==> src/rtl/hpm_trace_buffer.sv <==
// HPM snapshot trace buffer: CSR-triggered counter sampling into a FIFO,
// drained by an external detector before the next monitoring window.
module hpm_trace_buffer #(
  parameter int          NUM_CNT   = 3,
  parameter int          CNT_W     = 32,
  parameter int          DEPTH     = 4,
  parameter logic [11:0] CSR_ADDR  = 12'h320,
  parameter logic [31:0] START_VAL = 32'h0000_0000,
  parameter logic [31:0] STOP_VAL  = 32'hFFFF_FFFF,
  parameter int          SEQ_W     = 8
) (
  input  logic                     clk_h,
  input  logic                     rst_h,
  input  logic                     csr_we,
  input  logic [11:0]              csr_add,
  input  logic [31:0]              csr_data,
  input  logic                     periodic,
  input  logic [15:0]              period,
  input  logic [NUM_CNT*CNT_W-1:0] hpm_in,
  output logic                     snap_valid,
  input  logic                     snap_ready,
  output logic [NUM_CNT*CNT_W-1:0] snap_data,
  output logic [SEQ_W-1:0]         snap_seq,
  input  logic                     end_detect,
  output logic                     detect_en,
  output logic                     overflow
);

  localparam int DW = NUM_CNT * CNT_W;
  localparam int EW = DW + SEQ_W;
  localparam int AW = (DEPTH > 1) ? $clog2(DEPTH) : 1;
  localparam logic [AW:0] FULL_CNT = (AW+1)'(DEPTH);

  localparam logic [1:0] S_IDLE  = 2'd0;
  localparam logic [1:0] S_MON   = 2'd1;
  localparam logic [1:0] S_DRAIN = 2'd2;

  logic [1:0]       state;
  logic [EW-1:0]    mem [DEPTH];
  logic [EW-1:0]    head;
  logic [AW-1:0]    rd_ptr;
  logic [AW-1:0]    wr_ptr;
  logic [AW:0]      count;
  logic [SEQ_W-1:0] seq_cnt;
  logic [15:0]      ivl_cnt;
  logic [15:0]      per_eff;

  logic trig;
  logic start;
  logic stop;
  logic in_mon;
  logic tick;
  logic push;
  logic pop;
  logic full;
  logic wr_en;
  logic flush;

  assign trig    = csr_we && (csr_add == CSR_ADDR);
  assign start   = trig && (csr_data == START_VAL);
  assign stop    = trig && (csr_data == STOP_VAL);
  assign in_mon  = (state == S_MON);
  assign per_eff = (period == 16'd0) ? 16'd1 : period;
  assign tick    = in_mon && periodic && (ivl_cnt >= per_eff - 16'd1);
  // stop and a coincident tick share the single push of this cycle
  assign push    = in_mon && (stop || tick);
  assign pop     = snap_valid && snap_ready;
  assign full    = (count == FULL_CNT);
  assign wr_en   = push && (!full || pop);
  assign flush   = (state == S_DRAIN) && end_detect;

  always_ff @(posedge clk_h or posedge rst_h) begin
    if (rst_h) begin
      state <= S_IDLE;
    end else begin
      unique case (state)
        S_IDLE:  if (start)      state <= S_MON;
        S_MON:   if (stop)       state <= S_DRAIN;
        S_DRAIN: if (end_detect) state <= S_IDLE;
        default:                 state <= S_IDLE;
      endcase
    end
  end

  always_ff @(posedge clk_h or posedge rst_h) begin
    if (rst_h) begin
      seq_cnt  <= '0;
      ivl_cnt  <= '0;
      overflow <= 1'b0;
    end else if ((state == S_IDLE) && start) begin
      seq_cnt  <= '0;
      ivl_cnt  <= '0;
      overflow <= 1'b0;
    end else begin
      // dropped snapshots still consume a sequence number
      if (push)           seq_cnt  <= seq_cnt + 1'b1;
      if (push && !wr_en) overflow <= 1'b1;
      if (in_mon && periodic)
        ivl_cnt <= tick ? 16'd0 : ivl_cnt + 16'd1;
    end
  end

  always_ff @(posedge clk_h or posedge rst_h) begin
    if (rst_h) begin
      rd_ptr <= '0;
      wr_ptr <= '0;
      count  <= '0;
    end else if (flush) begin
      rd_ptr <= '0;
      wr_ptr <= '0;
      count  <= '0;
    end else begin
      if (wr_en) wr_ptr <= wr_ptr + 1'b1;
      if (pop)   rd_ptr <= rd_ptr + 1'b1;
      unique case ({wr_en, pop})
        2'b10:   count <= count + 1'b1;
        2'b01:   count <= count - 1'b1;
        default: count <= count;
      endcase
    end
  end

  always_ff @(posedge clk_h) begin
    if (wr_en) mem[wr_ptr] <= {seq_cnt, hpm_in};
  end

  // outputs are gated so stale storage never shows while empty
  assign head       = mem[rd_ptr];
  assign snap_valid = (count != '0);
  assign snap_data  = snap_valid ? head[DW-1:0] : '0;
  assign snap_seq   = snap_valid ? head[DW +: SEQ_W] : '0;
  assign detect_en  = (state == S_DRAIN);

endmodule
==> config.mk <==
export PLATFORM = sky130hd
export DESIGN_NAME = hpm_trace_buffer
export DESIGN_NICKNAME = d
export VERILOG_FILES = /design/src/rtl/hpm_trace_buffer.sv
export SDC_FILE = /design/constraint.sdc
export NUM_CORES = 1
export LEC_CHECK = 0
export ABC_AREA = 1
export CAP_MARGIN = 40
export CORE_MARGIN = 1
export CORE_UTILIZATION = 34
export CTS_BUF_LIST = sky130_fd_sc_hd__clkbuf_2
export DETAILED_ROUTE_END_ITERATION = 8
export GPL_ROUTABILITY_DRIVEN = 0
export HOLD_SLACK_MARGIN = 0.15
export PLACE_DENSITY = 0.53
export SYNTH_ARGS = -nofsm -noshare
export SYNTH_HDL_FRONTEND = slang
export SYNTH_SLANG_ARGS = --single-unit
==> constraint.sdc <==
create_clock -name clk_h -period 5.85 [get_ports clk_h]
set_input_delay 0.585 -clock clk_h [delete_from_list [all_inputs] [get_ports clk_h]]
set_output_delay 0.585 -clock clk_h [all_outputs]
set_load 0.05 [all_outputs]
==> results of run 1 <==
==> cell usage after synthesis, types with 2 or more instances <==
| master | count | share of area [%] |
|---|---|---|
| a21oi_1 | 117 | 3.1 |
| a21oi_2 | 2 | 0.092 |
| buf_1 | 14 | 0.28 |
| buf_2 | 17 | 0.45 |
| buf_6 | 3 | 0.18 |
| clkbuf_1 | 51 | 1.0 |
| dfrtp_1 | 34 | 4.5 |
| edfxtp_1 | 416 | 65 |
| ha_1 | 23 | 1.5 |
| inv_1 | 55 | 1.1 |
| inv_2 | 7 | 0.14 |
| nand2_1 | 85 | 1.7 |
| nand2_2 | 6 | 0.20 |
| nand2_4 | 3 | 0.18 |
| nand3_1 | 38 | 1.0 |
| nand3_2 | 4 | 0.21 |
| nand3b_1 | 4 | 0.16 |
| nand4_1 | 18 | 0.59 |
| nor2_1 | 460 | 9.0 |
| nor2_2 | 8 | 0.26 |
| nor2_4 | 3 | 0.18 |
| nor3_1 | 6 | 0.16 |
| nor3_2 | 7 | 0.37 |
| nor4_1 | 8 | 0.26 |
| o21ai_0 | 217 | 5.7 |
| o21ai_1 | 9 | 0.24 |
| or2_1 | 2 | 0.066 |
| xnor2_1 | 8 | 0.37 |
| xor2_1 | 22 | 1.0 |
==> critical path: cells and delay by family, from the launching register on <==
| family | cells | cell delay [ps] |
|---|---|---|
| AOI/OAI and AO/OA | 2 | 460 |
| and+or+nand+nor | 1 | 130 |
| DFF | 1 | 830 |
| buffers and inverters | 3 | 1690 |
==> kinds of logic after synthesis <==
| group | Yosys count | synth area share, % |
|---|---|---|
| and+or+nand+nor | 657 | 14.7 |
| adders and majority gates | 24 | 1.61 |
| DFF | 450 | 69.9 |
| buffers and inverters | 148 | 3.15 |
| AOI/OAI and AO/OA | 349 | 9.29 |
| xor gates and xnor gates | 30 | 1.38 |
==> per-stage QoR <==
step | total power, mW | TNS (ps) | cells | hold WS (ps)
after floorplan | 7.40 | -120050 | 1658 | 492
after global placement | 9.45 | 0 | 2614 | 468
after detailed placement | 9.54 | 0 | 2617 | 477
after CTS | 11.7 | 0 | 2906 | 151
after global routing | 12.2 | 0 | 2908 | 201
final | 11.5 | 0 | 2908 | 328
==> how the worst max path moves through the flow <==
| stage | start | endpoint | slack [ps] | cells after the start |
|---|---|---|---|---|
| 6_report | rd_ptr[1] | snap_data[26] | 1130 | 6 |
| 5_1_grt | rd_ptr[1] | snap_data[26] | 870 | 6 |
| 4_1_cts | rd_ptr[1] | snap_data[87] | 970 | 6 |
| 3_5_place_dp | period[6] | mem[2][63] | 440 | 24 |
| 3_3_place_gp | period[6] | mem[2][63] | 550 | 24 |
| 2_1_floorplan | period[6] | mem[0][0] | -290 | 22 |
==> registers in the layout, indices dropped and copies added, names as in the netlist <==
register  count
ivl_cnt      16
state         2
wr_ptr        2
seq_cnt       8
count         3
mem         416
rd_ptr        2
overflow      1
==> layout make-up <==
cell class / count / area share [%]
multi-input combinational: 1060 / 20.9
clock buffer: 166 / 3.35
clock inverter: 28 / 0.706
inverter: 63 / 0.999
antenna: 2 / 0.0202
tap: 748 / 3.77
timing repair buffer: 391 / 16.4
sequential: 450 / 53.8
==> where the power goes <==
group / internal, mW / switching, mW
registers: 3.53 / 0.0769
clock network: 0.845 / 1.22
logic: 1.78 / 4.06
total: 6.15 / 5.36
==> timing repair <==
| item | in CTS | in global routing |
|---|---|---|
| hold endpoints to repair | 400 | 0 |
| endpoints found under the setup margin | 0 | 0 |
| hold buffers | 95 | 0 |
==> per-layer routing <==
layer	part of all wire (%)	vias to the layer above	wire (µm)	global-route usage, %
met5	0.048	-	24	0
met4	1.5	4	733	5.59
met3	6.0	56	2970	3.91
met2	48	365	23800	28.8
met1	45	6567	22200	22.3
li1	-	6713	-	-
==> summary.md, run 1 <==
| Metric | Value |
|---|---|
| Largest fanout on the critical path | `48` |
| Clock slew at the register clock pins of the worst setup and hold paths | `roughly 100 ps` |
| Maximum level of the CTS H-tree | `3` |
| Fraction of the yosys area taken by sequential cells | `69.9%` |
| Path type of the worst setup path | `flip-flop to output pin` |
| Maximum number of pins on one net before global-route repair | `210` |
| Worst vdd ir | `a little under 0.4 mV` |
| Count of cell types in the netlist | `40` |
| Commonest non-fill, non-tap cells in the layout | `nor2_1 (456), edfxtp_1 (416), clkdlybuf4s50_1 (268)` |
| Worst slew margin | `24.6%` |
| Final setup violating endpoints | `0` |
| Die width | `roughly 240 µm` |
| Num ports | `269` |
| Unrepaired setup endpoints after global routing | `no` |
| Critical path's slowest cell | `clkdlybuf4s50_1` |
| Number of nets in the finished design | `2266` |
| Crit end category | `output pin` |
| Setup crit start kind | `flip-flop` |
| Mean cell area of the mapped netlist | `11.5 µm²` |
| Fin area | `approximately 25000 µm²` |
| Antenna Violating Nets Remaining | `0` |
| Synthesized instance count | `1658` |
| Instance area at placement | `22800 µm²` |
| R2R setup slack | `2710 ps` |
| Post-CTS setup buffers | `0` |
| Final hold vios | `0` |
| Data required time of the critical path | `5270 ps` |
| Transition at the pin with the smallest max-transition slack | `1130 ps` |
| R2R depth | `10` |
| Number of buffers created by CTS | `around 110` |
| Number of gates resized after CTS | `0` |
| Time the worst path needs with I/O delays and setup | `4720 ps` |
| Crit Reg-Reg Endpoint | `mem[0][100]` |
| Final design utilization | `about 45%` |
| DRC | `0` |
| Via count | `~14000` |
| Number of clock sinks seen by CTS | `450` |
| Worst-case setup slack after placement | `440 ps` |
| Combined flip-flop and latch cell area | `13400 µm²` |
| Final setup skew | `115 ps` |
| Stage delay of the slowest cell on the critical path | `890 ps` |
| Half-perimeter wire length of the detailed placement result | `30600 µm` |
| Max clock buf depth | `3` |
| Global-route wire length before repair | `75800 µm` |
| Die H | `239 µm` |
| Number of inserted filler cells in the final layout | `5261` |
| Via count of the first global-routing pass | `13700` |
| Hold EP | `mem[1][52]` |
| Share of the clock period used by the worst path after layout | `roughly 81%` |
| Grt total ovfl | `0` |
| Data arrival time of the critical path | `4130 ps` |
| Series of cell instances along the critical path | `inv_4 -> buf_4 -> nor2_1 -> o21ai_0 -> a21oi_1 -> clkdlybuf4s50_1` |
| Routed wire length | `49700 µm` |
| FFs w/ async S/R, synth | `7.56%` |
| Cell area after technology mapping | `19100 µm²` |
| Worst reg2reg startpoint | `ivl_cnt[11]` |
| Starting density of the core | `34.5%` |
| P_leak | `8.91 nW` |
| Status | `completed` |
| Count of maximum capacitance violations | `0` |
| Main flop type after synthesis | `edfxtp_1` |
| Number of antenna violations at the first check in global routing | `4` |
| Clock insertion delay at the later pin of the skew report | `1100 ps` |
| Count of TritonRoute iterations in the first routing pass | `5` |
| Min-Delay Path Class | `primary input to flip-flop` |
| Global-route total usage across every layer | `17.3%` |
| Number of enable-type register cells in the synthesized netlist | `between 400 and 500` |
| Count of standard-cell rows | `86` |
| Combined area of the multi-input logic cells | `5170 µm²` |
| Relative area change from synthesis to final layout | `29.9%` |
| Most common cell after layout, fill and taps aside | `nor2_1` |
| Nets in the synthesized netlist | `1844` |
| Core area | `approximately 55000 µm²` |
| Port buffer count | `roughly 270` |
| Number of warnings issued by yosys | `0` |
| Clock tree from TritonCTS | `yes` |
| Power per cell area | `464 nW/µm²` |
| Average detailed-routed wire length per instance | `17.1 µm` |
| Flip-flop and latch count after synthesis | `450` |
| Average vias per placed instance | `4.71` |
| Maximum achievable frequency | `212 MHz` |
| Clock tree root driver cell | `clkbuf_2` |
| Min-Delay Startpoint | `hpm_in[52]` |
| Worst hold path stage count | `1` |
| Final WS setup | `1130 ps` |
| Fraction of final layout cells sized beyond drive strength 1 | `11.8%` |
| Final slew viol count | `0` |
| Initial detailed-routing violation count | `744` |
| Die Footprint | `~57000 µm²` |
Note: power is estimated with default switching activity, not from simulation.
==> run 2, diff against run 1 <==
--- a/config.mk
+++ b/config.mk
@@ -13,7 +13,7 @@
 export DETAILED_ROUTE_END_ITERATION = 8
 export GPL_ROUTABILITY_DRIVEN = 0
 export HOLD_SLACK_MARGIN = 0.15
-export PLACE_DENSITY = 0.53
+export PLACE_DENSITY = 0.51
 export SYNTH_ARGS = -nofsm -noshare
 export SYNTH_HDL_FRONTEND = slang
 export SYNTH_SLANG_ARGS = --single-unit
==> constraint.sdc (replaced) <==
create_clock -name clk_h -period 4.6 [get_ports clk_h]
set_input_delay 0.46 -clock clk_h [delete_from_list [all_inputs] [get_ports clk_h]]
set_output_delay 0.46 -clock clk_h [all_outputs]
set_load 0.05 [all_outputs]
==> run 2 against run 1 <==
Via count rose by 0.76%. Core utilization rose by 0.96 points. Sequential share of layout area fell by 1.1 points. Worst hold slack improved by 51 ps. Clock-buffer cell count rose by 8. Largest cell class unchanged. Largest power group unchanged.
==> summary.md, run 2 (synthesis gave the netlist of run 1 again) <==
| Metric | Value |
|---|---|
| Series of cell instances along the critical path | `inv_4 -> buf_12 -> nor2_1 -> o21ai_0 -> a21oi_1 -> clkdlybuf4s50_1` |
| Uppermost layer routed | `met4` |
| Maximum number of pins on one net before global-route repair | `130` |
| Initial detailed-routing violation count | `a little under 800` |
| Global-route total usage across every layer | `18.0%` |
| Setup crit start kind | `flip-flop` |
| Die H | `239 µm` |
| Maximum level of the CTS H-tree | `3` |
| Core area | `55300 µm²` |
| Count of TritonRoute iterations in the first routing pass | `5` |
| Final hold vios | `0` |
| Unrepaired setup endpoints after global routing | `no` |
| WL met2 | `approximately 24000 µm` |
| Share of power burned in registers | `31.0%` |
| Worst slew margin | `43.7%` |
| Min-Delay Path Class | `primary input to asynchronous set/reset pin` |
| Count of standard-cell rows | `86` |
| Status | `completed` |
| Fraction of final layout cells sized beyond drive strength 1 | `between 10% and 20%` |
| Max clock buf depth | `3` |
| Num ports | `approximately 270` |
| Clock tree from TritonCTS | `yes` |
| Die Footprint | `57100 µm²` |
| Antenna Violating Nets Remaining | `0` |
| Instance area at placement | `23200 µm²` |
| Grt total ovfl | `0` |
| Final setup skew | `72.9 ps` |
| Stage delay of the slowest cell on the critical path | `900 ps` |
| Half-perimeter wire length of the detailed placement result | `31700 µm` |
| Routed wire length | `about 51000 µm` |
| Worst vdd ir | `0.387 mV` |
| Most common cell after layout, fill and taps aside | `nor2_1` |
| Number of nets in the finished design | `roughly 2300` |
| Worst-case setup slack after placement | `approximately 74 ps` |
| Largest register FFs | `416` |
| Maximum achievable frequency | `234 MHz` |
| Data required time of the critical path | `around 4100 ps` |
| Post-layout instance count excluding filler cells | `about 3000` |
| Critical path's slowest cell | `clkdlybuf4s50_1` |
| Proportion of total power due to net switching | `between 40 and 50%` |
| Average vias per placed instance | `4.68` |
| Final WS setup | `roughly 330 ps` |
| Cell internal pwr | `7.84 mW` |
| Setup tns final | `0 ps` |
| Via count | `13800` |
| Port buffer count | `268` |
| Number of buffers created by CTS | `114` |
| Transition at the pin with the smallest max-transition slack | `845 ps` |
| Cells after DPL | `2647` |
| Routed met3 length | `about 2800 µm` |
| Relative area change from synthesis to final layout | `32.7%` |
| Clock tree root driver cell | `clkbuf_2` |
| Largest fanout on the critical path | `39` |
| Largest regs | `mem (416), ivl_cnt (16), seq_cnt (8)` |
| Crit end category | `output pin` |
| Fin area | `about 25000 µm²` |
| Portion of total power attributed to combinational logic | `51.2%` |
| Clock insertion delay at the later pin of the skew report | `1090 ps` |
| Total power | `14.7 mW` |
| Path type of the worst setup path | `flip-flop to output pin` |
| Average detailed-routed wire length per instance | `~17 µm` |
| Final setup violating endpoints | `0` |
| Time the worst path needs with I/O delays and setup | `around 4300 ps` |
| DRC | `0` |
| Clock slew at the register clock pins of the worst setup and hold paths | `about 100 ps` |
| Hold slack final | `379 ps` |
| Commonest non-fill, non-tap cells in the layout | `nor2_1 (451), edfxtp_1 (416), clkdlybuf4s50_1 (259)` |
| Clock group share of total power | `17.8%` |
| Count of maximum capacitance violations | `0` |
| Global-route wire length before repair | `about 80000 µm` |
| Final slew viol count | `0` |
| P_leak | `9.27 nW` |
| Via count of the first global-routing pass | `approximately 14000` |
| Data arrival time of the critical path | `3810 ps` |
| Power per cell area | `581 nW/µm²` |
| Number of clock sinks seen by CTS | `450` |
| Power dissipated by switching net loads | `slightly below 7 mW` |
| Share of the clock period used by the worst path after layout | `92.7%` |
| Final design utilization | `45.8%` |
| Largest Register | `mem` |
| Die width | `~240 µm` |
| Starting density of the core | `34.5%` |
| Number of antenna violations at the first check in global routing | `2` |
| Wl on met1 | `23400 µm` |
[run 2: cell types whose count changed in the layout (fill, tap and decap cells not counted), sizes merged]
cell,change
dlygate4sd3,+10
clkbuf,+8
buf,+31
clkinvlp,-1
clkinv,-2
bufinv,-1
clkdlybuf4s50,-9
dlymetal6s2s,+9
[run 2: final timing paths]
path                            start          end  slack, ps  cells after the start
max                         rd_ptr[1]  snap_seq[0]        330                      6
min                             rst_h   seq_cnt[2]        380                      4
max reg2reg                ivl_cnt[2]     count[2]       2010                     18
min reg2reg                  overflow     overflow        500                      1
max in group asynchronous       rst_h  ivl_cnt[15]       3840                      4
min in group clk_h             csr_we     overflow        380                      5
[run 2: layout make-up]
class | instances | area, µm²
multi-input combinational | 1060 | 5230
clock buffer | 174 | 871
inverter | 63 | 248
timing repair buffer | 432 | 4560
clock inverter | 24 | 123
antenna | 2 | 5.00
fill | 5260 | 30000
sequential | 450 | 13400
tap | 748 | 936
[run 2: power groups by stage]
| stage | combinational, mW | clock, mW | sequential (mW) |
|---|---|---|---|
| after floorplan | 4.83 | 0 | 4.59 |
| after global placement | 7.44 | 0 | 4.68 |
| after detailed placement | 7.49 | 0 | 4.68 |
| after CTS | 7.65 | 2.75 | 4.56 |
| after global routing | 8.05 | 2.95 | 4.57 |
| final | 7.54 | 2.62 | 4.56 |
[run 2: worst max-delay path, delay by kind of cell (launching register included)]
family          cells  cell delay (ps)
buf+inv             3             1500
compound gates      2              410
flops               1              700
simple gates        1              100
[run 2: repair_timing]
| action | in CTS | in global routing |
|---|---|---|
| gates resized for setup | 0 | 10 |
| buffers inserted | 1 | 0 |
| endpoints found under the setup margin | 41 | 15 |
| hold buffers | 105 | 0 |
| endpoints found under the hold margin | 434 | 0 |
[run 2: metal layers]
layer / up-vias / track usage, %
met3: 69 / 3.87
met2: 360 / 28.9
met4: 0 / 5.91
met1: 6571 / 24.2
li1: 6809 / -
met5: - / 0
==> run 3, diff against run 2 <==
--- a/config.mk
+++ b/config.mk
@@ -8,12 +8,12 @@
 export ABC_AREA = 1
 export CAP_MARGIN = 40
 export CORE_MARGIN = 1
-export CORE_UTILIZATION = 34
+export CORE_UTILIZATION = 41
 export CTS_BUF_LIST = sky130_fd_sc_hd__clkbuf_2
 export DETAILED_ROUTE_END_ITERATION = 8
 export GPL_ROUTABILITY_DRIVEN = 0
 export HOLD_SLACK_MARGIN = 0.15
-export PLACE_DENSITY = 0.51
+export PLACE_DENSITY = 0.6
 export SYNTH_ARGS = -nofsm -noshare
 export SYNTH_HDL_FRONTEND = slang
 export SYNTH_SLANG_ARGS = --single-unit
==> run 3 against run 2 <==
Design area down 1.0%. First-iteration DRC count up 42%. Clock skew shrank 9.0 ps. Routed wire length fell by 4.7%. Maximum frequency fell by 0.43%. Sequential power about the same. Sequential cell count unchanged. Power shrank 0.80%. Critical path depth unchanged. Clock power about the same. Critical path type unchanged. Critical endpoint is now snap_data[82]. Largest cell class unchanged.
==> summary.md, run 3 (synthesis gave the netlist of run 1 again) <==
| Metric | Value |
|---|---|
| Status | `completed` |
| Final setup violating endpoints | `0` |
| Data arrival time of the critical path | `approximately 3800 ps` |
| Die Footprint | `47400 µm²` |
| Initial detailed-routing violation count | `1095` |
| Combined area of the multi-input logic cells | `around 5200 µm²` |
| Worst slew margin | `52.6%` |
| Most common cell after layout, fill and taps aside | `nor2_1` |
| Half-perimeter wire length of the detailed placement result | `30600 µm` |
| Setup tns final | `0 ps` |
| Power dissipated by switching net loads | `6.76 mW` |
| Starting density of the core | `41.8%` |
| Largest fanout on the critical path | `134` |
| Hold slack final | `363 ps` |
| Number of nets in the finished design | `2297` |
| P_leak | `9.10 nW` |
| Count of maximum capacitance violations | `0` |
| Clock tree root driver cell | `clkbuf_2` |
| Path type of the worst setup path | `flip-flop to output pin` |
| Transition at the pin with the smallest max-transition slack | `710 ps` |
| Global-route total usage across every layer | `approximately a fifth` |
| Number of clock sinks seen by CTS | `between 400 and 500` |
| Min-Delay Startpoint | `csr_we` |
| Worst hold path stage count | `5` |
| Stage delay of the slowest cell on the critical path | `880 ps` |
| Share of power burned in registers | `between 30% and 40%` |
| Port buffer count | `268` |
| Unrepaired setup endpoints after global routing | `no` |
| Num ports | `269` |
| Final slew viol count | `0` |
| Critical path's slowest cell | `clkdlybuf4s50_1` |
| Average detailed-routed wire length per instance | `17.4 µm` |
| Hold EP | `state[0]` |
| Min-Delay Path Class | `primary input to flip-flop` |
| Power per cell area | `approximately 580 nW/µm²` |
| Fraction of final layout cells sized beyond drive strength 1 | `12.8%` |
| Largest regs | `mem (416), ivl_cnt (16), seq_cnt (8)` |
| Global-route wire length before repair | `75200 µm` |
| Crit end category | `output pin` |
| CP top delay family | `buffers and inverters` |
| Routed wire length | `about 50000 µm` |
| R2R setup slack | `2000 ps` |
| Maximum number of pins on one net before global-route repair | `135` |
| Proportion of total power due to net switching | `46.3%` |
| Cell with the most instances on the worst path | `nor2_1` |
| Largest register FFs | `416` |
| Commonest non-fill, non-tap cells in the layout | `nor2_1 (451), edfxtp_1 (416), clkdlybuf4s50_1 (268)` |
| Final hold vios | `0` |
| Number of antenna violations at the first check in global routing | `4` |
| Count of TritonRoute iterations in the first routing pass | `5` |
| Worst vdd ir | `0.587 mV` |
| DRC | `0` |
| Final setup skew | `roughly 64 ps` |
| Series of cell instances along the critical path | `buf_16 -> nor2_1 -> nor2_1 -> o21ai_0 -> a21oi_1 -> clkdlybuf4s50_1` |
| Max clock buf depth | `3` |
| Antenna Violating Nets Remaining | `0` |
| Time the worst path needs with I/O delays and setup | `4280 ps` |
| Clock insertion delay at the later pin of the skew report | `1020 ps` |
| Clock group share of total power | `between 15 and 20%` |
| Clock tree from TritonCTS | `yes` |
| Critical path buffers and inverters | `2` |
| Die width | `approximately 220 µm` |
| R2R depth | `13` |
| Maximum level of the CTS H-tree | `3` |
| Count of standard-cell rows | `78` |
| Setup crit start kind | `flip-flop` |
| Via count | `13800` |
| Portion of total power attributed to combinational logic | `about half` |
| Maximum achievable frequency | `233 MHz` |
| Via count of the first global-routing pass | `about 14000` |
| Clock slew at the register clock pins of the worst setup and hold paths | `~100 ps` |
| Average vias per placed instance | `4.96` |
| Cell internal pwr | `7.84 mW` |
| Crit Reg-Reg Endpoint | `count[2]` |
| Die H | `around 220 µm` |
| Number of inserted filler cells in the final layout | `4055` |
| Relative area change from synthesis to final layout | `31.4%` |
| Grt total ovfl | `0` |
| Data required time of the critical path | `between 4000 and 5000 ps` |
| Worst reg2reg startpoint | `count[2]` |
| Core area | `around 46000 µm²` |
| Share of the clock period used by the worst path after layout | `93.1%` |
| Combined flip-flop and latch cell area | `13400 µm²` |
| Largest Register | `mem` |
| Number of buffers created by CTS | `between 100 and 150` |
-- run 3: power by group through the flow --
| stage | combinational, mW | sequential, mW | clock (mW) |
|---|---|---|---|
| after floorplan | 4.83 | 4.59 | 0 |
| final | 7.44 | 4.55 | 2.61 |
| after global placement | 7.33 | 4.66 | 0 |
| after detailed placement | 7.35 | 4.66 | 0 |
| after global routing | 7.91 | 4.56 | 2.91 |
| after CTS | 7.46 | 4.57 | 2.73 |
-- run 3: layout make-up --
type / count / area share (%)
Sequential cell: 450 / 53.2
Tap cell: 600 / 2.99
Antenna cell: 2 / 0.0200
Clock inverter: 32 / 0.808
Clock buffer: 158 / 3.15
Timing Repair Buffer: 425 / 17.9
Inverter: 63 / 0.988
Multi-Input combinational cell: 1060 / 20.9
-- run 3: worst max-delay path by stage --
stage | from | to | depth (start not counted)
after floorplan | period[10] | mem[0][0] | 22
after global placement | period[10] | count[2] | 28
after detailed placement | period[10] | count[2] | 28
after CTS | rd_ptr[0] | snap_data[82] | 6
after global routing | rd_ptr[0] | snap_seq[3] | 5
final | rd_ptr[0] | snap_data[82] | 6
-- run 3: repair_timing --
item,in CTS,in global routing
endpoints found under the setup margin,19,3
resized for setup,2,0
hold buffers,104,0
endpoints found under the hold margin,422,0
setup buffers,0,1
-- run 3: metal layers --
metal | share of wire, % | GRT usage (%) | wire, µm | up-vias
li1 | - | - | - | 6789
met1 | 44 | 27.2 | 21500 | 6583
met2 | 48 | 33.7 | 23400 | 410
met3 | 6.1 | 4.20 | 2990 | 57
met4 | 1.6 | 6.92 | 762 | 6
met5 | 0.088 | 0 | 43 | -
-- run 3: worst min-delay path, cell delays in order --
cell             delay [ps]
clkdlybuf4s50_1         390
inv_1                    70
nor2_1                   60
nand3_2                 260
nand2_1                  80
-- run 3: metrics by stage --
step / utilization, % / instances / power, mW / instance area (µm²) / setup WS, ps
after floorplan: - / 1658 / 9.42 / 19200 / -212
after global placement: 50.4 / 2493 / 12.0 / 23000 / 101
after detailed placement: 50.4 / 2493 / 12.0 / 23000 / 76.5
after CTS: 54.8 / 2787 / 14.8 / 25000 / 18.7
after global routing: 54.9 / 2790 / 15.4 / 25100 / 56.2
final: 54.9 / 2790 / 14.6 / 25100 / 316
